`config.mk`:
```
export PLATFORM = sky130hd
export DESIGN_NAME = raster_scheduler_flat
export DESIGN_NICKNAME = d
export VERILOG_FILES = /design/src/rtl/raster_scheduler_pkg.sv /design/src/rtl/raster_scheduler_if.sv /design/src/rtl/raster_scheduler_pixel_fifo.sv /design/src/rtl/raster_scheduler.sv /design/src/flat_wrapper.sv
export SDC_FILE = /design/constraint.sdc
export NUM_CORES = 1
export LEC_CHECK = 0
export ABC_AREA = 1
export CAP_MARGIN = 10
export CORE_ASPECT_RATIO = 0.75
export CORE_UTILIZATION = 35
export CTS_CLUSTER_SIZE = 24
export DETAILED_ROUTE_END_ITERATION = 12
export PLACE_DENSITY = 0.66
export SYNTH_ARGS = -nofsm -noshare
export SYNTH_HDL_FRONTEND = slang
export SYNTH_SLANG_ARGS = --single-unit
```
`constraint.sdc`:
```
create_clock -name clock -period 7.7 [get_ports clock]
set_input_delay 0.77 -clock clock [delete_from_list [all_inputs] [get_ports clock]]
set_output_delay 0.77 -clock clock [all_outputs]
set_load 0.02 [all_outputs]
```
`src/rtl/raster_scheduler_pkg.sv`:
```
// rtl/raster_scheduler_pkg.sv - shared graphics types and scheduler state encoding
package raster_scheduler_pkg;

  typedef struct packed {
    logic [7:0]  id;
    logic [11:0] v0_x;
    logic [11:0] v0_y;
    logic [11:0] v1_x;
    logic [11:0] v1_y;
    logic [11:0] v2_x;
    logic [11:0] v2_y;
  } object_t;

  typedef struct packed {
    logic [11:0] x;
    logic [11:0] y;
    logic [15:0] z;
    logic [23:0] color;
  } pixel_info_t;

  typedef enum logic [1:0] {IDLE, DISPATCH, WAIT, DRAIN} raster_sched_state_t;

  function automatic int lane_idx_w(input int n);
    return (n > 1) ? $clog2(n) : 1;
  endfunction

endpackage

```
`src/rtl/raster_scheduler_if.sv`:
```
// rtl/raster_scheduler_if.sv - object, lane and pixel stream signals of the raster scheduler
// Optional statistics outputs exist when RASTER_SCHED_STATS_EN is defined.
interface raster_scheduler_if #(parameter int NUM_LANES = 4) ();
  raster_scheduler_pkg::object_t                      obj_in;
  logic                                               obj_valid;
  logic                                               obj_ready;
  raster_scheduler_pkg::object_t                      rast_task;
  logic                                               rast_next_task;
  logic [NUM_LANES-1:0]                               rast_task_complete;
  raster_scheduler_pkg::pixel_info_t [NUM_LANES-1:0]  rast_pixel;
  logic [NUM_LANES-1:0]                               rast_write;
  raster_scheduler_pkg::pixel_info_t                  pix_out;
  logic                                               pix_valid;
  logic                                               pix_ready;
  logic                                               busy;
  logic                                               overflow_err;
`ifdef RASTER_SCHED_STATS_EN
  logic [31:0]                                        obj_count;
  logic [31:0]                                        pix_count;
  logic [15:0]                                        drop_count;

  modport master (
    input  obj_in, obj_valid, rast_task_complete, rast_pixel, rast_write, pix_ready,
    output obj_ready, rast_task, rast_next_task, pix_out, pix_valid, busy, overflow_err,
    output obj_count, pix_count, drop_count
  );
  modport slave (
    output obj_in, obj_valid, rast_task_complete, rast_pixel, rast_write, pix_ready,
    input  obj_ready, rast_task, rast_next_task, pix_out, pix_valid, busy, overflow_err,
    input  obj_count, pix_count, drop_count
  );
`else
  modport master (
    input  obj_in, obj_valid, rast_task_complete, rast_pixel, rast_write, pix_ready,
    output obj_ready, rast_task, rast_next_task, pix_out, pix_valid, busy, overflow_err
  );
  modport slave (
    output obj_in, obj_valid, rast_task_complete, rast_pixel, rast_write, pix_ready,
    input  obj_ready, rast_task, rast_next_task, pix_out, pix_valid, busy, overflow_err
  );
`endif
endinterface

```
`src/rtl/raster_scheduler_pixel_fifo.sv`:
```
// rtl/raster_scheduler_pixel_fifo.sv - per-lane pixel FIFO; pushes into a full FIFO are dropped
module pixel_fifo
  import raster_scheduler_pkg::*;
#(
  parameter int DEPTH = 4
) (
  input  logic        clock,
  input  logic        reset,
  input  logic        push,
  input  pixel_info_t data,
  input  logic        pop,
  output pixel_info_t head,
  output logic        empty,
  output logic        full,
  output logic        drop
);
  localparam int AW = $clog2(DEPTH);

  logic [AW:0] wr_ptr_q, wr_ptr_d;
  logic [AW:0] rd_ptr_q, rd_ptr_d;
  pixel_info_t mem_q [DEPTH];
  logic        do_push;
  logic        do_pop;

  assign empty = (wr_ptr_q == rd_ptr_q);
  assign full  = (wr_ptr_q[AW] != rd_ptr_q[AW]) && (wr_ptr_q[AW-1:0] == rd_ptr_q[AW-1:0]);
  // A simultaneous pop frees the slot, so a push on a full FIFO is kept.
  assign do_pop  = pop & ~empty;
  assign do_push = push & (~full | do_pop);
  assign drop    = push & full & ~do_pop;
  assign head    = mem_q[rd_ptr_q[AW-1:0]];

  always_comb begin
    wr_ptr_d = wr_ptr_q + {{AW{1'b0}}, do_push};
    rd_ptr_d = rd_ptr_q + {{AW{1'b0}}, do_pop};
  end

  always_ff @(posedge clock or posedge reset) begin
    if (reset) begin
      wr_ptr_q <= '0;
      rd_ptr_q <= '0;
    end else begin
      wr_ptr_q <= wr_ptr_d;
      rd_ptr_q <= rd_ptr_d;
    end
  end

  always_ff @(posedge clock) begin
    if (do_push) mem_q[wr_ptr_q[AW-1:0]] <= data;
  end
endmodule

```
`src/rtl/raster_scheduler.sv`:
```
// rtl/raster_scheduler.sv - broadcasts objects to rasterizer lanes and funnels lane pixels into one stream
// Defining RASTER_SCHED_STATS_EN adds object, pixel and drop counters.
module raster_scheduler
  import raster_scheduler_pkg::*;
#(
  parameter int NUM_LANES  = 4,
  parameter int FIFO_DEPTH = 4
) (
  input logic                clock,
  input logic                reset,
  raster_scheduler_if.master bus
);
  localparam int LW = lane_idx_w(NUM_LANES);

  raster_sched_state_t  state_q, state_d;
  object_t              rast_task_q, rast_task_d;
  logic                 obj_ready_q, obj_ready_d;
  logic                 next_task_q, next_task_d;
  logic [NUM_LANES-1:0] done_q, done_d;
  pixel_info_t          pix_out_q, pix_out_d;
  logic                 pix_valid_q, pix_valid_d;
  logic [LW-1:0]        rr_ptr_q, rr_ptr_d;
  logic                 overflow_q, overflow_d;

  pixel_info_t          fifo_head [NUM_LANES];
  logic [NUM_LANES-1:0] fifo_empty, fifo_full, fifo_drop, fifo_pop;
  logic                 unused_fifo_full;
  logic                 grant_valid, load;
  logic [LW-1:0]        grant_idx;
  int                   idx;

  for (genvar i = 0; i < NUM_LANES; i++) begin : g_lane
    pixel_fifo #(.DEPTH(FIFO_DEPTH)) u_fifo (
      .clock (clock),
      .reset (reset),
      .push  (bus.rast_write[i]),
      .data  (bus.rast_pixel[i]),
      .pop   (fifo_pop[i]),
      .head  (fifo_head[i]),
      .empty (fifo_empty[i]),
      .full  (fifo_full[i]),
      .drop  (fifo_drop[i])
    );
  end
  assign unused_fifo_full = ^fifo_full;

  // Walk from the farthest lane back to the pointer so the nearest non-empty lane wins.
  always_comb begin
    grant_valid = 1'b0;
    grant_idx   = '0;
    idx         = 0;
    for (int off = NUM_LANES - 1; off >= 0; off--) begin
      idx = int'(rr_ptr_q) + off;
      if (idx >= NUM_LANES) idx = idx - NUM_LANES;
      if (!fifo_empty[idx]) begin
        grant_valid = 1'b1;
        grant_idx   = idx[LW-1:0];
      end
    end
  end

  always_comb begin
    load        = grant_valid & (~pix_valid_q | bus.pix_ready);
    fifo_pop    = '0;
    pix_out_d   = pix_out_q;
    pix_valid_d = pix_valid_q & ~bus.pix_ready;
    rr_ptr_d    = rr_ptr_q;
    if (load) begin
      fifo_pop[grant_idx] = 1'b1;
      pix_out_d   = fifo_head[grant_idx];
      pix_valid_d = 1'b1;
      rr_ptr_d    = (int'(grant_idx) == NUM_LANES - 1) ? '0 : grant_idx + 1'b1;
    end
    overflow_d = overflow_q | (|fifo_drop);
  end

  always_comb begin
    state_d     = state_q;
    rast_task_d = rast_task_q;
    next_task_d = 1'b0;
    done_d      = done_q;
    case (state_q)
      IDLE: if (bus.obj_valid && obj_ready_q) begin
        rast_task_d = bus.obj_in;
        next_task_d = 1'b1;
        done_d      = '0;
        state_d     = DISPATCH;
      end
      DISPATCH: begin
        done_d  = '0;
        state_d = WAIT;
      end
      WAIT: begin
        done_d = done_q | bus.rast_task_complete;
        if (&done_d) state_d = DRAIN;
      end
      DRAIN: if ((&fifo_empty) && !pix_valid_q) state_d = IDLE;
      default: state_d = IDLE;
    endcase
    obj_ready_d = (state_d == IDLE);
  end

`ifdef RASTER_SCHED_STATS_EN
  logic [31:0] obj_count_q, obj_count_d;
  logic [31:0] pix_count_q, pix_count_d;
  logic [15:0] drop_count_q, drop_count_d;
  logic [16:0] drop_total;

  always_comb begin
    obj_count_d  = obj_count_q + {31'd0, next_task_d};
    pix_count_d  = pix_count_q + {31'd0, pix_valid_q & bus.pix_ready};
    drop_total   = {1'b0, drop_count_q} + 17'($countones(fifo_drop));
    drop_count_d = drop_total[16] ? 16'hFFFF : drop_total[15:0];
  end

  assign bus.obj_count  = obj_count_q;
  assign bus.pix_count  = pix_count_q;
  assign bus.drop_count = drop_count_q;
`endif

  always_ff @(posedge clock or posedge reset) begin
    if (reset) begin
      state_q      <= IDLE;
      rast_task_q  <= '0;
      obj_ready_q  <= 1'b0;
      next_task_q  <= 1'b0;
      done_q       <= '0;
      pix_out_q    <= '0;
      pix_valid_q  <= 1'b0;
      rr_ptr_q     <= '0;
      overflow_q   <= 1'b0;
`ifdef RASTER_SCHED_STATS_EN
      obj_count_q  <= '0;
      pix_count_q  <= '0;
      drop_count_q <= '0;
`endif
    end else begin
      state_q      <= state_d;
      rast_task_q  <= rast_task_d;
      obj_ready_q  <= obj_ready_d;
      next_task_q  <= next_task_d;
      done_q       <= done_d;
      pix_out_q    <= pix_out_d;
      pix_valid_q  <= pix_valid_d;
      rr_ptr_q     <= rr_ptr_d;
      overflow_q   <= overflow_d;
`ifdef RASTER_SCHED_STATS_EN
      obj_count_q  <= obj_count_d;
      pix_count_q  <= pix_count_d;
      drop_count_q <= drop_count_d;
`endif
    end
  end

  assign bus.obj_ready      = obj_ready_q;
  assign bus.rast_task      = rast_task_q;
  assign bus.rast_next_task = next_task_q;
  assign bus.pix_out        = pix_out_q;
  assign bus.pix_valid      = pix_valid_q;
  assign bus.overflow_err   = overflow_q;
  assign bus.busy           = (state_q != IDLE) | ~(&fifo_empty) | pix_valid_q;
endmodule

```
`src/flat_wrapper.sv`:
```
// flat-port wrapper written by rule: the top's interface ports become plain ports
module raster_scheduler_flat import raster_scheduler_pkg::*;
#(
  parameter int NUM_LANES  = 4,
  parameter int FIFO_DEPTH = 4
)
  (clock, reset, bus_obj_in, bus_obj_valid, bus_rast_task_complete, bus_rast_pixel, bus_rast_write, bus_pix_ready, bus_obj_ready, bus_rast_task, bus_rast_next_task, bus_pix_out, bus_pix_valid, bus_busy, bus_overflow_err);
  raster_scheduler_if #(.NUM_LANES(NUM_LANES)) bus_i ();
  input logic clock;
  input logic reset;
  input wire logic [$bits(bus_i.obj_in)-1:0] bus_obj_in;
  input wire logic [$bits(bus_i.obj_valid)-1:0] bus_obj_valid;
  input wire logic [$bits(bus_i.rast_task_complete)-1:0] bus_rast_task_complete;
  input wire logic [$bits(bus_i.rast_pixel)-1:0] bus_rast_pixel;
  input wire logic [$bits(bus_i.rast_write)-1:0] bus_rast_write;
  input wire logic [$bits(bus_i.pix_ready)-1:0] bus_pix_ready;
  output wire logic [$bits(bus_i.obj_ready)-1:0] bus_obj_ready;
  output wire logic [$bits(bus_i.rast_task)-1:0] bus_rast_task;
  output wire logic [$bits(bus_i.rast_next_task)-1:0] bus_rast_next_task;
  output wire logic [$bits(bus_i.pix_out)-1:0] bus_pix_out;
  output wire logic [$bits(bus_i.pix_valid)-1:0] bus_pix_valid;
  output wire logic [$bits(bus_i.busy)-1:0] bus_busy;
  output wire logic [$bits(bus_i.overflow_err)-1:0] bus_overflow_err;
  assign bus_i.obj_in = bus_obj_in;
  assign bus_i.obj_valid = bus_obj_valid;
  assign bus_i.rast_task_complete = bus_rast_task_complete;
  assign bus_i.rast_pixel = bus_rast_pixel;
  assign bus_i.rast_write = bus_rast_write;
  assign bus_i.pix_ready = bus_pix_ready;
  assign bus_obj_ready = bus_i.obj_ready;
  assign bus_rast_task = bus_i.rast_task;
  assign bus_rast_next_task = bus_i.rast_next_task;
  assign bus_pix_out = bus_i.pix_out;
  assign bus_pix_valid = bus_i.pix_valid;
  assign bus_busy = bus_i.busy;
  assign bus_overflow_err = bus_i.overflow_err;
  raster_scheduler #(.NUM_LANES(NUM_LANES), .FIFO_DEPTH(FIFO_DEPTH)) u_core (.clock(clock), .reset(reset), .bus(bus_i));
endmodule
```
==> flow_results.org, run 1 <==
** Outcome
- The run finished with clean final reports.

** Floorplan
- Placeable Area :: between 100,000 and 150,000 um2
- Measured along the x axis, the die boundary spans ~430 um.
- In this run the vertical extent of the chip is 322 um.
- The initial utilization of the core area, before any placement, comes to 0.353.
- The floorplan step defined a die boundary enclosing 138,000 um2.
- Number of I/O pins :: a little under 500
- Standard-cell row count :: ~120

** Clocking
- TritonCTS clock tree :: yes
- Once the clock tree was built, the resizer swapped 0 gates to a different size.
- Counting every sink on the clock net gives between 1k and 1.5k.
- Cts hold-fix bufs :: 0
- The longest clock path from root to sink contains 3 buffers.
- Inserted Clock Buffers :: 115
- Post-CTS timing repair inserted 0 buffers for setup.
- At the later pin of the worst-skew pair, clock insertion delay measures 740 ps.
- The root buffer cell chosen for the clock tree is sky130_fd_sc_hd__clkbuf_16.
- Level count of the clock H-tree :: 3
- Clock slew at reported path FFs :: roughly 70 ps

** Power and ir drop
- Net switching power :: 10.5 mW
- Switching share of power :: 0.409
- Dividing total power by cell area gives a power density of about 440 nW/um2.
- Internal power :: ~15 mW
- Comb pwr share :: 0.395
- Peak ir drop on the vdd network :: 0.298 mV
- Of the total power, registers draw 0.375.
- Of the total power, the clock network draws 0.230.
- The completed layout was analyzed and its total power is 25.8 mW.
- Leakage dissipation :: ~21 nW

** Setup path
- Start-to-end type of the worst setup path :: register to register
- The worst setup path is captured at a register.
- Critical path launch point type :: register
- Internal reg-to-reg setup slack :: 1950 ps
- Data arrives at the worst endpoint at approximately 6100 ps.
- Data on the critical path is required at its endpoint by 8050 ps.
- Of all nets on the critical path, the largest fanout is 66.

** Finish
- The finished layout holds about 6.2k standard cells, fillers aside.
- The finished cells cover between 50,000 and 60,000 um2.
- Ratio of cells with drive above 1 in the final layout :: 0.0619
- Relative to the synthesized area, the layout overhead comes to 22.4%.
- After filler insertion, the fill cell instance count of the layout stands at about 12k.
- Fin nets :: approximately 4.6k

** Yosys
- Synthesized area per cell :: ~12 um2
- The cell area that synthesis handed to floorplanning was 47,900 um2.
- YS warnings :: 0
- Syn Nets :: 4,223
- Counting every instance in the synthesized netlist gives a little under 4k.
- Prevailing post-synth register cell :: sky130_fd_sc_hd__edfxtp_1
- Of all flip-flops after synthesis, the portion carrying an async set or reset was 0.150.
- Number of synthesized register bits :: about 1.2k
- By area the synthesized netlist is led by sky130_fd_sc_hd__edfxtp_1 64%, sky130_fd_sc_hd__nand2_1 12%, sky130_fd_sc_hd__dfrtp_1 9.4%.
- The share of synthesized area in the top cell type comes to 0.643.
- Of the synthesized area, sequential elements account for 0.737.
- Most instantiated library cell after synthesis :: sky130_fd_sc_hd__nand2_1
- The commonest cells after synthesis are 1,471 x sky130_fd_sc_hd__nand2_1, 1,024 x sky130_fd_sc_hd__edfxtp_1, 270 x sky130_fd_sc_hd__nand3_1, 263 x sky130_fd_sc_hd__a21oi_1, 256 x sky130_fd_sc_hd__a32o_1.
- In this run, synthesis inferred 1,024 flip-flops with an integrated enable.
- Cell type with the highest aggregate area in the netlist :: sky130_fd_sc_hd__edfxtp_1
- Counting distinct cell types in the post-synthesis netlist gives 26.

** Timing
- Setup violations remaining at the end of the flow were counted as 0.
- The clock arrives with 28.2 ps of skew.
- In this run the tightest slew margin relative to its limit is 0.248.
- At the pin with the least slew margin, the transition time is roughly 1100 ps.
- Hold violation count in the final report :: 0
- In the final timing run, aggregate negative setup slack is 0 ps.
- Final Max Slew Viols :: 0
- Final min period :: 5750 ps
- Highest clock frequency the design can meet :: ~170 MHz
- Final Cycle Share :: 0.747
- Setup repair after global routing left no endpoint under its margin.

** Hold path
- Kind of path behind the tightest hold check :: input port to asynchronous set/reset pin

** Detailed routing
- Once detail routing completed, the nets flagged for antenna violations numbered 0.
- Routed Wire Length :: between 100 and 150 mm
- After detailed routing, the average wire length per cell comes to 23.8 um.
- Post-DR vias/cell :: 5.22
- The detailed router finished its first iteration with 3,970 violations.
- The first detailed-routing pass took 6 iterations.
- DRC Markers :: 0
- The detailed router placed 32.1k vias in this run.

** Place
- Placed inst area :: roughly 55,000 um2
- At the end of routability-driven placement, the weighted congestion stood at roughly 0.94.
- After legalization and detailed placement, the total HPWL measured between 100 and 150 mm.
- Once placement completed, the tool counted placed cells totaling 5,931.
- Port buffering added 496 buffers.

** Global routing
- In the global route stage, overall resource usage came out at 0.204.
- Global-route wire length before repair :: between 200 and 250 mm
- The number of global-route vias before repair came to between 20k and 30k.
- Remaining Overflow, GRT :: 0
- The number of antenna violations at the first check in global routing was 25.
- Pin count of the biggest net entering global routing :: around 140

** Run
- Across the run, the number of max-cap violations was 0.
-- cells by family after synthesis --
kind of cell	Yosys count	share of synthesized area
XOR/XNOR	13	0.00238
AO/OA/AOI/OAI	527	0.0821
adder cells (fa/ha/maj)	17	0.00444
AND/OR/NAND/NOR	1789	0.148
flip-flops	1204	0.737
buffers and inverters	308	0.0261
-- layer usage --
layer | vias to the layer above | wire length (um) | GRT usage
met1 | 15800 | 60800 | 0.278
met3 | 228 | 12800 | 0.0511
met5 | - | 112 | 0
met2 | 1411 | 67500 | 0.314
li1 | 14700 | - | -
met4 | 16 | 5490 | 0.0789
-- sequential cells by signal (all words and copies together) (netlist names) --
register / flops
u_core.bus.overflow_err: 1
u_core.bus.rast_task: 80
u_core.g_lane.u_fifo.wr_ptr_q: 12
u_core.bus.pix_out: 64
u_core.rr_ptr_q: 2
u_core.state_q: 2
u_core.bus.rast_next_task: 1
u_core.done_q: 4
u_core.bus.pix_valid: 1
u_core.g_lane.u_fifo.mem_q: 1024
u_core.g_lane.u_fifo.rd_ptr_q: 12
u_core.bus.obj_ready: 1
-- cell type report --
type | instances | area (um2) | area share
clock buffers | 149 | 3120 | 0.0532
repair buffers | 544 | 5360 | 0.0916
diodes | 4 | 10.0 | 0.000171
well taps | 1785 | 2230 | 0.0381
multi-input cells | 2346 | 11500 | 0.196
clock inverters | 67 | 845 | 0.0144
inverters | 53 | 215 | 0.00367
flip-flops and latches | 1204 | 35300 | 0.602
-- critical path: stages (launching register included) --
cell	delay, ps
sky130_fd_sc_hd__dfrtp_4	840
sky130_fd_sc_hd__clkinv_2	530
sky130_fd_sc_hd__nand2_1	170
sky130_fd_sc_hd__nand2_1	150
sky130_fd_sc_hd__nand3_1	140
sky130_fd_sc_hd__nand2_1	60
sky130_fd_sc_hd__nand2_1	70
sky130_fd_sc_hd__nor2_1	40
sky130_fd_sc_hd__nor2_1	180
sky130_fd_sc_hd__nand3_4	570
sky130_fd_sc_hd__nand2_4	780
sky130_fd_sc_hd__ha_1	270
sky130_fd_sc_hd__inv_1	50
sky130_fd_sc_hd__o21ai_0	240
sky130_fd_sc_hd__nand2_1	230
sky130_fd_sc_hd__nor3_2	160
sky130_fd_sc_hd__buf_4	760
-- placed cells by master, fill, tap and decap left out, types with 17 or more instances in the layout --
cell type and count:
sky130_fd_sc_hd__a21oi_1 263, sky130_fd_sc_hd__nand2_1 1469, sky130_fd_sc_hd__inv_1 42, sky130_fd_sc_hd__edfxtp_1 1024, sky130_fd_sc_hd__clkinv_2 28, sky130_fd_sc_hd__dfrtp_1 174, sky130_fd_sc_hd__a32o_1 256, sky130_fd_sc_hd__clkbuf_1 23
sky130_fd_sc_hd__ha_1 17, sky130_fd_sc_hd__nand3_1 269, sky130_fd_sc_hd__bufinv_16 17, sky130_fd_sc_hd__buf_4 45, sky130_fd_sc_hd__clkbuf_16 115, sky130_fd_sc_hd__clkdlybuf4s50_1 496
-- metrics by stage --
step / hold WS [ps] / setup slack (ps) / utilization
after floorplan: 460 / 639 / -
after global placement: 453 / 2100 / 0.402
after detailed placement: 457 / 2070 / 0.402
after CTS: 401 / 2050 / 0.431
after global routing: 423 / 1450 / 0.432
final: 442 / 1950 / 0.432
-- power groups by stage --
stage | clock [mW] | sequential [mW] | combinational, mW
6_report | 5.93 | 9.68 | 10.2
5_1_grt | 6.27 | 9.77 | 10.9
4_1_cts | 6.02 | 9.67 | 10.0
3_5_place_dp | 0 | 9.79 | 9.99
3_3_place_gp | 0 | 9.75 | 9.88
2_1_floorplan | 0 | 9.63 | 6.05
-- path summary, 6_finish.rpt --
check | startpoint | endpoint | cells past startpoint
worst max-delay path | u_core.g_lane[0].u_fifo.rd_ptr_q[0] | u_core.g_lane[3].u_fifo.mem_q[1][23] | 16
worst min-delay path | reset | u_core.bus.rast_task[4] | 2
worst max register to register | u_core.g_lane[0].u_fifo.rd_ptr_q[0] | u_core.g_lane[3].u_fifo.mem_q[1][23] | 16
worst min register to register | u_core.bus.rast_task[33] | u_core.bus.rast_task[33] | 2
max in group asynchronous | reset | u_core.g_lane[2].u_fifo.rd_ptr_q[1] | 3
min in group clock | u_core.bus.rast_task[33] | u_core.bus.rast_task[33] | 2
Note: power is estimated with default switching activity, not from simulation.
==> run 2: changes to the inputs <==
--- a/config.mk
+++ b/config.mk
@@ -11,7 +11,7 @@
 export CORE_UTILIZATION = 35
 export CTS_CLUSTER_SIZE = 24
 export DETAILED_ROUTE_END_ITERATION = 12
-export PLACE_DENSITY = 0.66
+export PLACE_DENSITY = 0.68
 export SYNTH_ARGS = -nofsm -noshare
 export SYNTH_HDL_FRONTEND = slang
 export SYNTH_SLANG_ARGS = --single-unit
==> constraint.sdc (replaced) <==
create_clock -name clock -period 4.6 [get_ports clock]
set_input_delay 0.46 -clock clock [delete_from_list [all_inputs] [get_ports clock]]
set_output_delay 0.46 -clock clock [all_outputs]
set_load 0.02 [all_outputs]
==> run 2 against run 1 <==
Compared with the run above:
- largest cell class unchanged
- largest power group unchanged
- critical path depth decreased by 4
- register-to-register slack got worse by 1400 ps
- cell count increased by 0.59%
- highest routed layer unchanged
- sequential power increased by 63%
- hold slack got worse by 180 ps
==> flow_results.org, run 2 (synthesis results as in run 1) <==
** Outcome
- Run status :: complete, no violations

** Clocking
- TritonCTS clock tree :: yes
- The later pin in the worst-skew pair is clocked with a latency of ~750 ps.
- Sinks on Clock Net :: roughly 1.2k
- Level count of the clock H-tree :: 3
- In this run, post-CTS repair resized a total of 0 instances.
- Cts hold-fix bufs :: 0
- Clock slew at reported path FFs :: 70 ps
- Worst-case clock buffer depth :: 3
- Inserted Clock Buffers :: between 100 and 150
- CTS Root Buffer Type :: sky130_fd_sc_hd__clkbuf_16
- The number of setup buffers added after CTS is 0.

** Finish
- Commonest cells after routing, fill and taps aside :: 1,469 x sky130_fd_sc_hd__nand2_1, 1,024 x sky130_fd_sc_hd__edfxtp_1, 496 x sky130_fd_sc_hd__clkdlybuf4s50_1, 269 x sky130_fd_sc_hd__nand3_1, 263 x sky130_fd_sc_hd__a21oi_1
- Once layout is done, the placed cells without fillers occupy 58,800 um2.
- Ratio of cells with drive above 1 in the final layout :: 0.0649
- Relative to the synthesized area, the layout overhead comes to 22.8%.
- The register with the most flip-flops in the layout has around 1.0k of them.
- In the final design database the tool counted approximately 4.7k nets.
- Most common library cell in the layout ignoring fill and taps :: sky130_fd_sc_hd__nand2_1
- Counting the fill cells in the layout gives roughly 12k.

** Detailed routing
- For this run, design rule violations remaining after detail routing come to 0.
- After the first detailed-routing iteration, the DRC count stood at 4,330.
- In this run the remaining antenna-violating nets after routing total 0.
- In the routed layout, each cell is associated on average with a via count of ~5.3.
- Detailed-route wire length per cell :: between 20 and 25 um
- Detailed routing inserted a total of about 33k vias.
- Number of search-and-repair iterations in the first detailed-routing pass :: 6
- Routed Wire Length :: between 100 and 150 mm

** Power and ir drop
- Switching share of power :: 0.414
- Sequential fraction of design power :: 0.369
- Comb pwr share :: 0.412
- For this design the static power due to leakage is 21.5 nW.
- Pwr per Cell Area :: roughly 730 nW/um2
- The share of total power dissipated in the clock network is 0.219.
- Peak ir drop on the vdd network :: around 0.56 mV
- Internal power :: ~25 mW
- Net switching power :: ~18 mW

** Place
- Detailed-placement wirelength estimate :: 103 mm
- Routability-driven placement finished with a final weighted congestion of ~0.9.
- Port Buffers :: slightly below 500
- At the placement stage, the worst setup path has a slack of 588 ps.
- Placed inst area :: between 50,000 and 60,000 um2

** Timing
- For the pin with the worst max-slew slack, the measured transition is between 1000 and 1500 ps.
- Slack of the critical path :: roughly 570 ps
- Worst slew margin :: 0.195
- The final number of max-transition violations came to 0.
- Setup repair after global routing left no endpoint under its margin.
- Final Cycle Share :: 0.877
- Highest clock frequency the design can meet :: ~250 MHz
- Final min period :: 4030 ps
- Max Clock Skew :: 57.0 ps
- Setup violations remaining at the end of the flow were counted as 0.
- Hold violation count in the final report :: 0

** Setup path
- Arrival time at the worst endpoint :: roughly 4400 ps
- Data required time at the worst endpoint :: between 4000 and 5000 ps
- STA classifies the critical path endpoint as a register.
- Start-to-end type of the worst setup path :: register to register
- STA classifies the critical path startpoint as a register.
- Along the worst path, the maximum fanout reaches 36.

** Global routing
- The first global-routing pass estimated 211 mm of wire.
- Number of antenna violations at the first check in global routing :: between 40 and 50
- Global routing finished with a remaining overflow of 0.
- Entering global routing, the biggest net connects between 100 and 150 pins.
- Via count of the first global-routing pass :: between 30k and 40k
- Total routing resource utilization after global routing :: 0.210

** Hold path
- The worst hold path belongs to the class input port to register.

** Run
- Number of maximum-capacitance violations :: 0

** Floorplan
- The initial utilization of the core area, before any placement, comes to 0.353.
- For this design the top-level I/O count stands at ~500.
- The die is roughly 320 um tall.
- The die is around 430 um wide.
- Placeable Area :: ~140,000 um2
- After floorplanning, the core was divided into 117 placement rows.
- The die covers 138,000 um2.
-- run 2: cell types whose count changed in the layout (fill, tap and decap cells not counted), sizes merged --
| cell | delta |
|---|---|
| inv | +1 |
| buf | +27 |
| clkinv | -8 |
| clkbuf | +15 |
| clkinvlp | +5 |
| diode | +7 |
| bufinv | -11 |
-- run 2: cell type report --
class / instances / area, um2 / share of cell area
inverters: 53 / 211 / 0.00360
multi-input cells: 2346 / 11500 / 0.196
repair buffers: 571 / 5770 / 0.0981
clock buffers: 164 / 3200 / 0.0545
well taps: 1785 / 2230 / 0.0380
flip-flops and latches: 1204 / 35300 / 0.600
clock inverters: 54 / 541 / 0.00919
diodes: 11 / 27.5 / 0.000468
-- run 2: worst paths after layout --
kind | startpoint | endpoint | slack (ps) | cells after the start
worst max-delay path | u_core.g_lane[1].u_fifo.rd_ptr_q[0] | u_core.g_lane[1].u_fifo.mem_q[2][32] | 570 | 12
min in group asynchronous | reset | u_core.g_lane[3].u_fifo.wr_ptr_q[0] | 280 | 2
worst min-delay path | bus_obj_in[35] | u_core.bus.rast_task[35] | 270 | 3
max in group asynchronous | reset | u_core.bus.rast_task[40] | 3320 | 3
worst max register to register | u_core.g_lane[1].u_fifo.rd_ptr_q[0] | u_core.g_lane[1].u_fifo.mem_q[2][32] | 570 | 12
worst min register to register | u_core.bus.rast_task[78] | u_core.bus.rast_task[78] | 470 | 2
-- run 2: power by group through the flow --
| stage | clock (mW) | combinational [mW] | sequential (mW) |
|---|---|---|---|
| floorplan | 0 | 10.2 | 16.0 |
| global placement | 0 | 17.3 | 16.0 |
| detailed placement | 0 | 17.5 | 16.0 |
| CTS | 9.60 | 17.6 | 15.8 |
| global route | 9.99 | 19.0 | 16.0 |
| finish | 9.44 | 17.7 | 15.8 |
-- run 2: worst max-delay path, stage by stage, from the launching register on --
cell	delay [ps]
sky130_fd_sc_hd__dfrtp_4	640
sky130_fd_sc_hd__xnor2_1	350
sky130_fd_sc_hd__nand4_1	160
sky130_fd_sc_hd__nand3_1	180
sky130_fd_sc_hd__nand2_1	90
sky130_fd_sc_hd__nor2_1	180
sky130_fd_sc_hd__nand3_4	110
sky130_fd_sc_hd__nand2_4	110
sky130_fd_sc_hd__nand2_1	80
sky130_fd_sc_hd__inv_1	100
sky130_fd_sc_hd__o21ai_1	120
sky130_fd_sc_hd__nor2_4	840
sky130_fd_sc_hd__buf_4	630
-- run 2: routing by layer --
metal | wire [um] | share of wire | track usage | up-vias
li1 | - | - | - | 14700
met1 | 60500 | 0.40 | 0.288 | 16100
met2 | 68300 | 0.46 | 0.318 | 1501
met3 | 14600 | 0.098 | 0.0541 | 291
met4 | 6020 | 0.040 | 0.0833 | 54
met5 | 346 | 0.0023 | 0 | -
-- run 2: stage by stage --
step | power [mW] | setup TNS, ps | hold WS [ps] | std cells | util
global placement | 33.3 | 0 | 454 | 5959 | 0.405
detailed placement | 33.5 | 0 | 458 | 5959 | 0.405
CTS | 43.0 | 0 | 210 | 6177 | 0.433
floorplan | 26.2 | -139260 | 460 | 3858 | -
global route | 45.0 | 0 | 246 | 6182 | 0.433
finish | 43.0 | 0 | 266 | 6188 | 0.433
